<file path="config.mk">
export PLATFORM = sky130hd
export DESIGN_NAME = bp_stream_uart_rx
export DESIGN_NICKNAME = d
export VERILOG_FILES = /design/src/rtl/bp_stream_pkg.sv /design/src/rtl/bp_uart_rx_byte.sv /design/src/rtl/bp_stream_uart_rx.sv
export SDC_FILE = /design/constraint.sdc
export NUM_CORES = 1
export LEC_CHECK = 0
export BUFFER_PORTS_ARGS = -buffer_cell sky130_fd_sc_hd__buf_2
export CORE_UTILIZATION = 60
export CTS_CLUSTER_SIZE = 20
export DETAILED_ROUTE_END_ITERATION = 10
export MAX_ROUTING_LAYER = met4
export PLACE_DENSITY = 0.79
export SYNTH_ARGS = -nofsm -noshare
export SYNTH_HDL_FRONTEND = slang
export SYNTH_HIERARCHICAL = 1
export SYNTH_SLANG_ARGS = --single-unit
</file>
<file path="constraint.sdc">
create_clock -name clk_i -period 6.8 [get_ports clk_i]
set_input_delay 0.68 -clock clk_i [delete_from_list [all_inputs] [get_ports clk_i]]
set_output_delay 0.68 -clock clk_i [all_outputs]
set_load 0.05 [all_outputs]
</file>
<file path="src/rtl/bp_stream_pkg.sv">
// Shared types for the NBF stream UART receiver: receive FSM states and UART framing constants.
// BP_STREAM_UART_PARITY_EN adds the e_parity state.
package bp_stream_pkg;

    localparam int uart_data_bits_gp = 8;

    typedef enum logic [2:0] {
        e_idle,
        e_start,
        e_data,
`ifdef BP_STREAM_UART_PARITY_EN
        e_parity,
`endif
        e_stop,
        e_wait_high
    } rx_state_e;

    function automatic int safe_clog2(input int x);
        return (x <= 1) ? 1 : $clog2(x);
    endfunction

endpackage

</file>
<file path="src/rtl/bp_uart_rx_byte.sv">
// UART byte receiver: 2-flop synchronizer, baud counter and framing FSM (8N1, or 8E1 when
// BP_STREAM_UART_PARITY_EN is defined).
module bp_uart_rx_byte
    import bp_stream_pkg::*;
#(
    parameter int clk_per_bit_p = 868
)
(
    input  logic                         clk_i,
    input  logic                         reset_i,
    input  logic                         rx_i,
    output logic                         byte_v_o,
    output logic [uart_data_bits_gp-1:0] byte_data_o,
    output logic                         framing_error_o
`ifdef BP_STREAM_UART_PARITY_EN
    ,
    output logic                         parity_error_o
`endif
);

    localparam int cnt_width_lp     = safe_clog2(clk_per_bit_p);
    localparam int bit_idx_width_lp = safe_clog2(uart_data_bits_gp);
    localparam logic [cnt_width_lp-1:0]     half_last_lp = cnt_width_lp'(clk_per_bit_p/2 - 1);
    localparam logic [cnt_width_lp-1:0]     bit_last_lp  = cnt_width_lp'(clk_per_bit_p - 1);
    localparam logic [bit_idx_width_lp-1:0] data_last_lp = bit_idx_width_lp'(uart_data_bits_gp - 1);

    logic [1:0]                   sync_q, sync_d;
    rx_state_e                    state_q, state_d;
    logic [cnt_width_lp-1:0]      cnt_q, cnt_d;
    logic [bit_idx_width_lp-1:0]  bit_idx_q, bit_idx_d;
    logic [uart_data_bits_gp-1:0] shift_q, shift_d;
    logic                         rx_s, bit_end, stop_sample;
`ifdef BP_STREAM_UART_PARITY_EN
    logic                         parity_ok_q, parity_ok_d;
`endif

    assign rx_s = sync_q[1];

    always_comb begin
        sync_d    = {sync_q[0], rx_i};
        state_d   = state_q;
        cnt_d     = cnt_q + 1'b1;
        bit_idx_d = bit_idx_q;
        shift_d   = shift_q;
        bit_end   = (cnt_q == bit_last_lp);
`ifdef BP_STREAM_UART_PARITY_EN
        parity_ok_d = parity_ok_q;
`endif
        unique case (state_q)
            e_idle: begin
                cnt_d = '0;
                if (!rx_s) state_d = e_start;
            end
            // Half-bit wait re-centres every later sample on mid-bit.
            e_start: begin
                if (cnt_q == half_last_lp) begin
                    cnt_d     = '0;
                    bit_idx_d = '0;
                    state_d   = rx_s ? e_idle : e_data;
                end
            end
            e_data: begin
                if (bit_end) begin
                    cnt_d     = '0;
                    shift_d   = {rx_s, shift_q[uart_data_bits_gp-1:1]};
                    bit_idx_d = bit_idx_q + 1'b1;
                    if (bit_idx_q == data_last_lp) begin
`ifdef BP_STREAM_UART_PARITY_EN
                        state_d = e_parity;
`else
                        state_d = e_stop;
`endif
                    end
                end
            end
`ifdef BP_STREAM_UART_PARITY_EN
            e_parity: begin
                if (bit_end) begin
                    cnt_d       = '0;
                    parity_ok_d = ~^{shift_q, rx_s};
                    state_d     = e_stop;
                end
            end
`endif
            e_stop: begin
                if (bit_end) begin
                    cnt_d   = '0;
                    state_d = rx_s ? e_idle : e_wait_high;
                end
            end
            e_wait_high: begin
                cnt_d = '0;
                if (rx_s) state_d = e_idle;
            end
            default: begin
                cnt_d   = '0;
                state_d = e_idle;
            end
        endcase
    end

    always_ff @(posedge clk_i) begin
        if (reset_i) begin
            sync_q    <= 2'b11;
            state_q   <= e_idle;
            cnt_q     <= '0;
            bit_idx_q <= '0;
`ifdef BP_STREAM_UART_PARITY_EN
            parity_ok_q <= 1'b1;
`endif
        end else begin
            sync_q    <= sync_d;
            state_q   <= state_d;
            cnt_q     <= cnt_d;
            bit_idx_q <= bit_idx_d;
`ifdef BP_STREAM_UART_PARITY_EN
            parity_ok_q <= parity_ok_d;
`endif
        end
        shift_q <= shift_d;
    end

    // Pulses are decoded from registered state so the packed word is valid the cycle after the stop sample.
    assign stop_sample     = (state_q == e_stop) && bit_end;
    assign byte_data_o     = shift_q;
    assign framing_error_o = stop_sample & ~rx_s;
`ifdef BP_STREAM_UART_PARITY_EN
    assign byte_v_o        = stop_sample & rx_s & parity_ok_q;
    assign parity_error_o  = stop_sample & rx_s & ~parity_ok_q;
`else
    assign byte_v_o        = stop_sample & rx_s;
`endif

endmodule

</file>
<file path="src/rtl/bp_stream_uart_rx.sv">
// UART receiver feeding the NBF loader: packs received bytes little-endian into words and buffers them.
// BP_STREAM_UART_PARITY_EN enables even-parity checking and the parity_error_o port.
module bp_stream_uart_rx
    import bp_stream_pkg::*;
#(
    parameter int clk_per_bit_p       = 868,
    parameter int stream_data_width_p = 32,
    parameter int out_els_p           = 2
)
(
    input  logic                           clk_i,
    input  logic                           reset_i,
    input  logic                           rx_i,
    output logic                           stream_v_o,
    output logic [stream_data_width_p-1:0] stream_data_o,
    input  logic                           stream_ready_i,
    output logic                           framing_error_o,
`ifdef BP_STREAM_UART_PARITY_EN
    output logic                           parity_error_o,
`endif
    output logic                           overflow_o
);

    localparam int lanes_lp     = stream_data_width_p / uart_data_bits_gp;
    localparam int idx_width_lp = safe_clog2(lanes_lp);
    localparam int ptr_width_lp = safe_clog2(out_els_p);
    localparam int cnt_width_lp = $clog2(out_els_p + 1);
    localparam logic [idx_width_lp-1:0] idx_last_lp = idx_width_lp'(lanes_lp - 1);
    localparam logic [ptr_width_lp-1:0] ptr_last_lp = ptr_width_lp'(out_els_p - 1);
    localparam logic [cnt_width_lp-1:0] els_lp      = cnt_width_lp'(out_els_p);

    logic                           byte_v;
    logic [uart_data_bits_gp-1:0]   byte_data;
    logic [idx_width_lp-1:0]        idx_q, idx_d;
    logic [stream_data_width_p-1:0] word_q, word_d, lane_word;
    logic [stream_data_width_p-1:0] mem_q [out_els_p];
    logic [stream_data_width_p-1:0] mem_d [out_els_p];
    logic [ptr_width_lp-1:0]        rptr_q, rptr_d, wptr_q, wptr_d;
    logic [cnt_width_lp-1:0]        count_q, count_d;
    logic                           overflow_q, overflow_d;
    logic                           full, deq, last_byte, enq, drop;

    bp_uart_rx_byte #(.clk_per_bit_p(clk_per_bit_p)) u_byte (
        .clk_i           (clk_i),
        .reset_i         (reset_i),
        .rx_i            (rx_i),
        .byte_v_o        (byte_v),
        .byte_data_o     (byte_data),
`ifdef BP_STREAM_UART_PARITY_EN
        .parity_error_o  (parity_error_o),
`endif
        .framing_error_o (framing_error_o)
    );

    assign stream_v_o    = (count_q != '0);
    assign stream_data_o = mem_q[rptr_q];
    assign overflow_o    = overflow_q;

    // A full buffer still accepts the word when the loader drains one the same cycle.
    assign full      = (count_q == els_lp);
    assign deq       = stream_v_o & stream_ready_i;
    assign last_byte = byte_v && (idx_q == idx_last_lp);
    assign enq       = last_byte && (!full || deq);
    assign drop      = last_byte && !enq;

    always_comb begin
        lane_word = word_q;
        for (int i = 0; i < lanes_lp; i++) begin
            if (idx_q == idx_width_lp'(i))
                lane_word[i*uart_data_bits_gp +: uart_data_bits_gp] = byte_data;
        end

        word_d     = (byte_v && !drop) ? lane_word : word_q;
        idx_d      = idx_q;
        overflow_d = overflow_q | drop;
        if (enq)
            idx_d = '0;
        else if (byte_v && !last_byte)
            idx_d = idx_q + 1'b1;

        mem_d  = mem_q;
        wptr_d = wptr_q;
        rptr_d = rptr_q;
        if (enq) begin
            mem_d[wptr_q] = lane_word;
            wptr_d = (wptr_q == ptr_last_lp) ? '0 : wptr_q + 1'b1;
        end
        if (deq)
            rptr_d = (rptr_q == ptr_last_lp) ? '0 : rptr_q + 1'b1;

        unique case ({enq, deq})
            2'b10:   count_d = count_q + 1'b1;
            2'b01:   count_d = count_q - 1'b1;
            default: count_d = count_q;
        endcase
    end

    always_ff @(posedge clk_i) begin
        if (reset_i) begin
            idx_q      <= '0;
            rptr_q     <= '0;
            wptr_q     <= '0;
            count_q    <= '0;
            overflow_q <= 1'b0;
        end else begin
            idx_q      <= idx_d;
            rptr_q     <= rptr_d;
            wptr_q     <= wptr_d;
            count_q    <= count_d;
            overflow_q <= overflow_d;
        end
        word_q <= word_d;
        mem_q  <= mem_d;
    end

endmodule

</file>
==> metrics.md, run 1 <==
| Metric | Value |
|---|---|
| Relative contribution of sequential cells to total power | 0.488 |
| Min Clock Period, post-route | 3.62 ns |
| Last weighted congestion value of the routability-driven placer | 0.855 |
| Post-synthesis cell type count | 48 |
| Multi-input combinational cell area | 1540 µm² |
| Total standard cell area after synthesis | 5250 µm² |
| Static leakage | 2.05 nW |
| Setup-violating endpoint count in the final report | 0 |
| Max-cap violations | 0 |
| Total congestion overflow after global routing | 0 |
| Syn Inst Count | 325 |
| Dominant register cell in the synthesized netlist | edfxtp_1 |
| Count of fill cells added during filler insertion | 525 |
| Total number of yosys warnings | 6 |
| Number of max-slew violations in the final report | 0 |
| Fin nets | 384 |
| Path type of the worst min-delay path | in2reg |
| Pwr/cell area | 283 nW/µm² |
| Leading cell type in the layout, fill and taps excluded | edfxtp_1 |
| Worst hold endpoint | u_byte/sync_q[0] |
| Clock tree from TritonCTS | done |
| Switching pwr | 0.329 mW |
| Kind of critical path | reg2reg |
| Hold buffer count at CTS | 0 |
| Synthesis-to-finish area growth | 16.5% |
| RSZ-0062 raised after global routing | false |
| Number of vias in the routed layout | 2793 |
| Peak supply drop | 176 µV |
| Initial core utilization | 0.630 |
| X dimension of the die | 95.6 µm |
| Reg2reg start | u_byte/cnt_q[0] |
| CTS Buffer Depth | 2 |
| Layout cells sized above 1 | 0.371 |
| Largest net degree at the start of global routing | 33 |
| Sw frac | 0.190 |
| Final total power | 1.73 mW |
| Number of DRC violations after detailed routing | 0 |
| CTS Buf Count | 17 |
| Data arrival time at the worst-slack endpoint | 3.81 ns |
| Synthesized area divided by synthesized cell count | 16.2 µm² |
| Worst setup slack for register-to-register paths | 3.18 ns |
| I/O pin total | 39 |
| Cell-internal power | 1.40 mW |
| Critical Path Fanout Max | 18 |
| Largest clock skew in the final design | 0.00514 ns |
| Iteration-0 DRC count of the detailed router | 168 |
| Transition time at the pin with the least slew margin | 0.834 ns |
| Post-detail-place hpwl | 5410 µm |
| Post-DR wirelength/cell | 17.7 µm |
| Input/output buffers | 38 |
| Antenna Nets Post-Route | 0 |
| CTS Root Buffer Type | clkbuf_8 |
| Fraction of power consumed by the clock network | 0.507 |
| Y dimension of the die | 95.6 µm |
| GR Util All Layers | 0.222 |
| Post-route core utilization | 0.734 |
| FMAX | 276 MHz |
| Placeable core area | 8340 µm² |
| Wire length after detailed routing | 8680 µm |
| Portion of the clock cycle consumed by the worst path in the final layout | 0.533 |
| End of the worst register-to-register path | mem_q[38] |
| Sequential element share of the synthesized area | 0.690 |
| Standard-cell rows | 33 |
| Sink Count | 129 |
| Global-route wire length before repair | 14000 µm |
| Critical path startpoint category | flip-flop |
| Vias/cell | 5.70 |
| Number of cells on the worst reg-to-reg path | 8 |
| Post-synth ARST share | 0 |
| Final hold vios | 0 |
| Commonest cells after routing, fill and taps aside | edfxtp_1 (104), mux2_2 (60), buf_2 (38), dfxtp_1 (25), nor2_1 (20) |
| Final-layout setup total negative slack | 0 ns |
| Status | completed |
| H-tree levels | 4 |
| Number of nets produced by synthesis | 337 |
| Number of detailed-routing iterations run before antenna repair | 4 |
| Number of flip-flops and latches in the synthesized netlist | 129 |
| Number of antenna repair diodes | 0 |
| Insertion delay to the later sink of the worst-skew pair | 0.51 ns |
| Number of enable flip-flop cells after synthesis | 104 |
| Quantity of gates resized following cts | 0 |
| Via count of the first global-routing pass | 2812 |
| Initial antenna violation count | 0 |
| Area of the die | 9130 µm² |
| Combinational Power Share | 0.006 |
| Normalized max-slew margin | 0.442 |
| Register clock-pin slew on the reported worst setup and hold paths | 0.06 ns |
| Critical path capture point type | flip-flop |
| Sequential cell area in the final layout | 3620 µm² |
| Hold path start | rx_i |
| Number of cells on the worst hold path | 2 |
| Buffers inserted by post-CTS timing repair | 0 |
| Required time at the endpoint of the critical path | 6.99 ns |
synthesized netlist by cell type, types with 2 or more instances:
master | count | area share
a21oi_1 | 5 | 0.0048
a22oi_1 | 2 | 0.0029
and2_1 | 3 | 0.0036
and3_1 | 2 | 0.0024
buf_2 | 7 | 0.0067
clkbuf_1 | 5 | 0.0036
dfxtp_1 | 25 | 0.095
edfxtp_1 | 104 | 0.59
ha_1 | 8 | 0.019
inv_1 | 6 | 0.0043
mux2_1 | 4 | 0.0086
mux2_2 | 60 | 0.13
mux2i_1 | 3 | 0.0057
nand2_1 | 5 | 0.0036
nand2b_1 | 2 | 0.0024
nand3_1 | 6 | 0.0057
nand3b_1 | 3 | 0.0043
nand4_1 | 2 | 0.0024
nor2_1 | 20 | 0.014
nor2b_1 | 3 | 0.0036
nor3_1 | 7 | 0.0067
o21ai_0 | 5 | 0.0048
or2_2 | 3 | 0.0036
xnor2_1 | 4 | 0.0067
xor2_1 | 8 | 0.013
cell families after synthesis:
logic type,synth area share
AND/OR/NAND/NOR,0.0734
adder cells (fa/ha/maj),0.0191
AO/OA/AOI/OAI,0.0372
buffers and inverters,0.0174
XOR/XNOR,0.0200
flip-flops,0.690
multiplexers,0.143
power groups by stage:
stage | combinational (mW) | sequential, mW | clock [mW]
2_1_floorplan | 0.00742 | 0.860 | 0
3_3_place_gp | 0.00965 | 0.860 | 0
3_5_place_dp | 0.00989 | 0.860 | 0
4_1_cts | 0.00994 | 0.844 | 0.893
5_1_grt | 0.0109 | 0.844 | 0.930
6_report | 0.00995 | 0.844 | 0.877
registers in the layout, summed over array words and instances, names as in the netlist:
register            cells
word_q                 32
u_byte/state_q          3
u_byte/sync_q           2
overflow_o              1
wptr_q                  1
u_byte/byte_data_o      8
idx_q                   2
mem_q                  64
u_byte/cnt_q           10
rptr_q                  1
count_q                 2
u_byte/bit_idx_q        3
critical path, stage by stage (launching register included):
cell and delay (ns):
dfxtp_1 0.39, ha_1 0.27, and4bb_2 0.32, nand4_4 0.17, nor3_1 0.57, nand2_1 0.29
or3_1 0.44, inv_1 0.46, buf_4 0.38
routing by layer:
metal | vias up | routed length (µm) | GRT usage | share of wire
li1 | 1326 | - | - | -
met1 | 1388 | 3690 | 0.251 | 0.42
met2 | 67 | 4570 | 0.367 | 0.53
met3 | 12 | 292 | 0.0542 | 0.034
met4 | 0 | 133 | 0.116 | 0.015
met5 | - | 0 | - | 0
cell type report:
class                      count  area share
timing repair buffer          42      0.0360
inverter                       6     0.00368
multi-input combinational    176       0.252
clock inverter                14      0.0268
clock buffer                  18      0.0683
tap                          105      0.0215
sequential                   129       0.592
metrics by stage:
step                setup slack, ns  instance area, µm²  hold slack, ns  std cells
floorplan                      2.40                5250           0.389        325
global placement               3.34                5540           0.403        458
detailed placement             3.24                5540           0.403        458
CTS                            3.19                6120           0.334        490
global route                   2.88                6120           0.329        490
finish                         3.18                6120           0.355        490
worst max path at each step:
stage | from | to | slack, ns
global route | u_byte/cnt_q[0] | mem_q[38] | 2.88
global placement | u_byte/cnt_q[0] | mem_q[36] | 3.34
CTS | u_byte/cnt_q[0] | mem_q[39] | 3.19
finish | u_byte/cnt_q[0] | mem_q[38] | 3.18
detailed placement | u_byte/cnt_q[0] | mem_q[35] | 3.24
floorplan | u_byte/cnt_q[0] | word_q[0] | 2.40
Note: power is estimated with default switching activity, not from simulation.
==> run 2, diff against run 1 <==
--- a/config.mk
+++ b/config.mk
@@ -6,11 +6,11 @@
 export NUM_CORES = 1
 export LEC_CHECK = 0
 export BUFFER_PORTS_ARGS = -buffer_cell sky130_fd_sc_hd__buf_2
-export CORE_UTILIZATION = 60
+export CORE_UTILIZATION = 54
 export CTS_CLUSTER_SIZE = 20
 export DETAILED_ROUTE_END_ITERATION = 10
 export MAX_ROUTING_LAYER = met4
-export PLACE_DENSITY = 0.79
+export PLACE_DENSITY = 0.75
 export SYNTH_ARGS = -nofsm -noshare
 export SYNTH_HDL_FRONTEND = slang
 export SYNTH_HIERARCHICAL = 1
==> constraint.sdc (replaced) <==
create_clock -name clk_i -period 2.9 [get_ports clk_i]
set_input_delay 0.29 -clock clk_i [delete_from_list [all_inputs] [get_ports clk_i]]
set_output_delay 0.29 -clock clk_i [all_outputs]
set_load 0.05 [all_outputs]
==> metrics.md, run 2 (synthesized netlist as in run 1, its figures left out) <==
| Metric | Value |
|---|---|
| Initial antenna violation count | 0 (unchanged) |
| Switching pwr | 0.816 mW (+150%) |
| Peak supply drop | 430 µV (+140%) |
| Iteration-0 DRC count of the detailed router | 133 (-21%) |
| CTS Buf Count | 17 (unchanged) |
| Placeable core area | 9330 µm² (+12%) |
| Number of DRC violations after detailed routing | 0 (unchanged) |
| Initial core utilization | 0.563 (-0.0666) |
| Number of max-slew violations in the final report | 0 (unchanged) |
| I/O pin total | 39 (unchanged) |
| Reg2reg start | u_byte/cnt_q[0] |
| Number of antenna repair diodes | 0 (unchanged) |
| Area of the die | 10100 µm² (+11%) |
| Data arrival time at the worst-slack endpoint | 2.81 ns (-1.00 ns) |
| End of the worst register-to-register path | mem_q[47] |
| Worst setup slack for register-to-register paths | 0.29 ns (-2.89 ns) |
| Leading cell type in the layout, fill and taps excluded | edfxtp_1 |
| Number of cells on the worst hold path | 2 (unchanged) |
| Highest-delay cell along the critical path | or3_1 |
| Final hold vios | 0 (unchanged) |
| Commonest cells after routing, fill and taps aside | edfxtp_1 (104), mux2_2 (60), buf_2 (38), dfxtp_1 (25), nor2_1 (20) |
| Static leakage | 2.10 nW (+2.6%) |
| Fin nets | 390 (+1.6%) |
| Status | completed |
| Min Clock Period, post-route | 2.61 ns (-1.01 ns) |
| Global-route wire length before repair | 14300 µm (+1.9%) |
| Setup-violating endpoint count in the final report | 0 (unchanged) |
| GR Util All Layers | 0.199 (-0.0227) |
| Biggest regs | mem_q x64, word_q x32, u_byte/cnt_q x10 |
| Register clock-pin slew on the reported worst setup and hold paths | 0.06 ns (about the same) |
| Portion of the clock cycle consumed by the worst path in the final layout | 0.901 (+0.368) |
| Post-route core utilization | 0.669 (-0.0645) |
| Largest clock skew in the final design | 0.00756 ns (+0.00243 ns) |
| Post-DR wirelength/cell | 16.8 µm (-5.2%) |
| Fraction of power consumed by the clock network | 0.514 (+0.007) |
| Buffers inserted by post-CTS timing repair | 0 (unchanged) |
| FMAX | 383 MHz (+39%) |
| Input/output buffers | 38 (unchanged) |
| Layout cells sized above 1 | 0.391 (+0.0199) |
| Normalized max-slew margin | 0.501 (+0.0593) |
| Fin cells | 520 (+6.1%) |
| Combinational Power Share | 0.006 (about the same) |
| Number of cells on the worst reg-to-reg path | 8 (unchanged) |
| Register bank with the most flops | mem_q |
| Number of detailed-routing iterations run before antenna repair | 6 (+2) |
| Cell-internal power | 3.30 mW (+140%) |
| Worst hold endpoint | u_byte/bit_idx_q[1] |
| RSZ-0062 raised after global routing | false |
| Kind of critical path | reg2reg |
| Via count of the first global-routing pass | 2893 (+2.9%) |
| Required time at the endpoint of the critical path | 3.10 ns (-3.89 ns) |
| Critical path startpoint category | flip-flop |
| Critical path capture point type | flip-flop |
| Number of vias in the routed layout | 2842 (+1.8%) |
| Pwr/cell area | 660 nW/µm² (+130%) |
| Synthesis-to-finish area growth | 18.9% |
| Post-detail-place hpwl | 5350 µm (-1.2%) |
| Y dimension of the die | 101 µm (+5.3%) |
| Insertion delay to the later sink of the worst-skew pair | 0.51 ns (about the same) |
| Relative contribution of sequential cells to total power | 0.480 (-0.008) |
| Transition time at the pin with the least slew margin | 0.745 ns (-0.0885 ns) |
| X dimension of the die | 101 µm (+5.3%) |
| H-tree levels | 4 (unchanged) |
| Clock tree from TritonCTS | done |
| Max reg flops | 64 (unchanged) |
| CTS Root Buffer Type | clkbuf_8 |
| Sink Count | 129 (unchanged) |
| Last weighted congestion value of the routability-driven placer | 0.801 (-6.3%) |
| Standard-cell rows | 35 (+6.1%) |
| Critical Path Fanout Max | 32 (+14) |
| Area post-placement | 5640 µm² (+1.8%) |
| Quantity of gates resized following cts | 0 (unchanged) |
| Crit path buf inv count | 2 (unchanged) |
| Wire length after detailed routing | 8730 µm (+0.61%) |
| Total congestion overflow after global routing | 0 (unchanged) |
| Vias/cell | 5.47 (-4.1%) |
| Finished layout cell area | 6240 µm² (+2.0%) |
| Largest net degree at the start of global routing | 33 (unchanged) |
| Hold Slack | 0.170 ns (-0.185 ns) |
| Path type of the worst min-delay path | in2reg |
| Sw frac | 0.198 (+0.00802) |
| Antenna Nets Post-Route | 0 (unchanged) |
| Count of fill cells added during filler insertion | 619 (+18%) |
| Hold path start | reset_i |
| Max-cap violations | 0 (unchanged) |
| CP delay by family, top | simple AND/OR/NAND/NOR gates |
| CTS Buffer Depth | 2 (unchanged) |
| Crit-path cells | ha_1 > and4bb_2 > nand4_4 > nor3_1 > nand2_1 > or3_1 > clkinvlp_4 > buf_12 |
| Delay of the slowest critical-path stage | 0.44 ns (-0.13 ns) |
| Placed Instances | 487 (+6.3%) |
[run 2: cell count changes in the layout (fill, tap and decap cells not counted), sizes merged]
cell         before  now
clkinv            5    8
clkbuf           18   17
buf              42   47
inv               8    9
clkinvlp          4    1
dlygate4sd3       0    1
[run 2: per-stage QoR]
step           worst slack (ns)  TNS (ns)  total power, mW
6_report                  0.288         0             4.12
5_1_grt                  0.0930         0             4.25
4_1_cts                   0.301         0             4.15
3_5_place_dp              0.315         0             2.04
3_3_place_gp              0.402         0             2.04
2_1_floorplan          -0.00709    -0.227             2.03
[run 2: area by class of cell]
cell class                 instances  area (µm²)  area share
clock buffer                      17         414      0.0663
clock inverter                    15         183      0.0293
inverter                           6        26.3     0.00421
multi-input combinational        176        1540       0.247
sequential                       129        3620       0.580
tap                              129         161      0.0259
timing repair buffer              48         293      0.0469
[run 2: how the worst max path moves through the flow]
stage / start / endpoint / slack, ns / cells past startpoint
global route: u_byte/cnt_q[0] / mem_q[46] / 0.09 / 8
detailed placement: u_byte/cnt_q[0] / mem_q[45] / 0.31 / 8
floorplan: u_byte/cnt_q[0] / word_q[0] / -0.007 / 5
CTS: u_byte/cnt_q[0] / mem_q[46] / 0.30 / 8
global placement: u_byte/cnt_q[0] / mem_q[34] / 0.40 / 8
finish: u_byte/cnt_q[0] / mem_q[47] / 0.29 / 8
[run 2: power by group through the flow]
| stage | registers [mW] | clock network (mW) | logic [mW] |
|---|---|---|---|
| after floorplan | 2.02 | 0 | 0.0174 |
| after global placement | 2.02 | 0 | 0.0226 |
| after CTS | 1.98 | 2.15 | 0.0241 |
| final | 1.98 | 2.12 | 0.0240 |
| after detailed placement | 2.02 | 0 | 0.0230 |
| after global routing | 1.98 | 2.24 | 0.0263 |
[run 2: repair_timing]
| item | in CTS | in global routing |
|---|---|---|
| hold buffers | 1 | 0 |
| setup endpoints to repair | 0 | 0 |
| endpoints found under the hold margin | 1 | 0 |
[run 2: per-layer routing]
layer  track usage  vias up  routed length (µm)
li1              -     1336                   -
met1         0.238     1426                3950
met3        0.0506        9                 301
met2         0.327       71                4400
met5             -        -                   0
met4        0.0769        0                  90
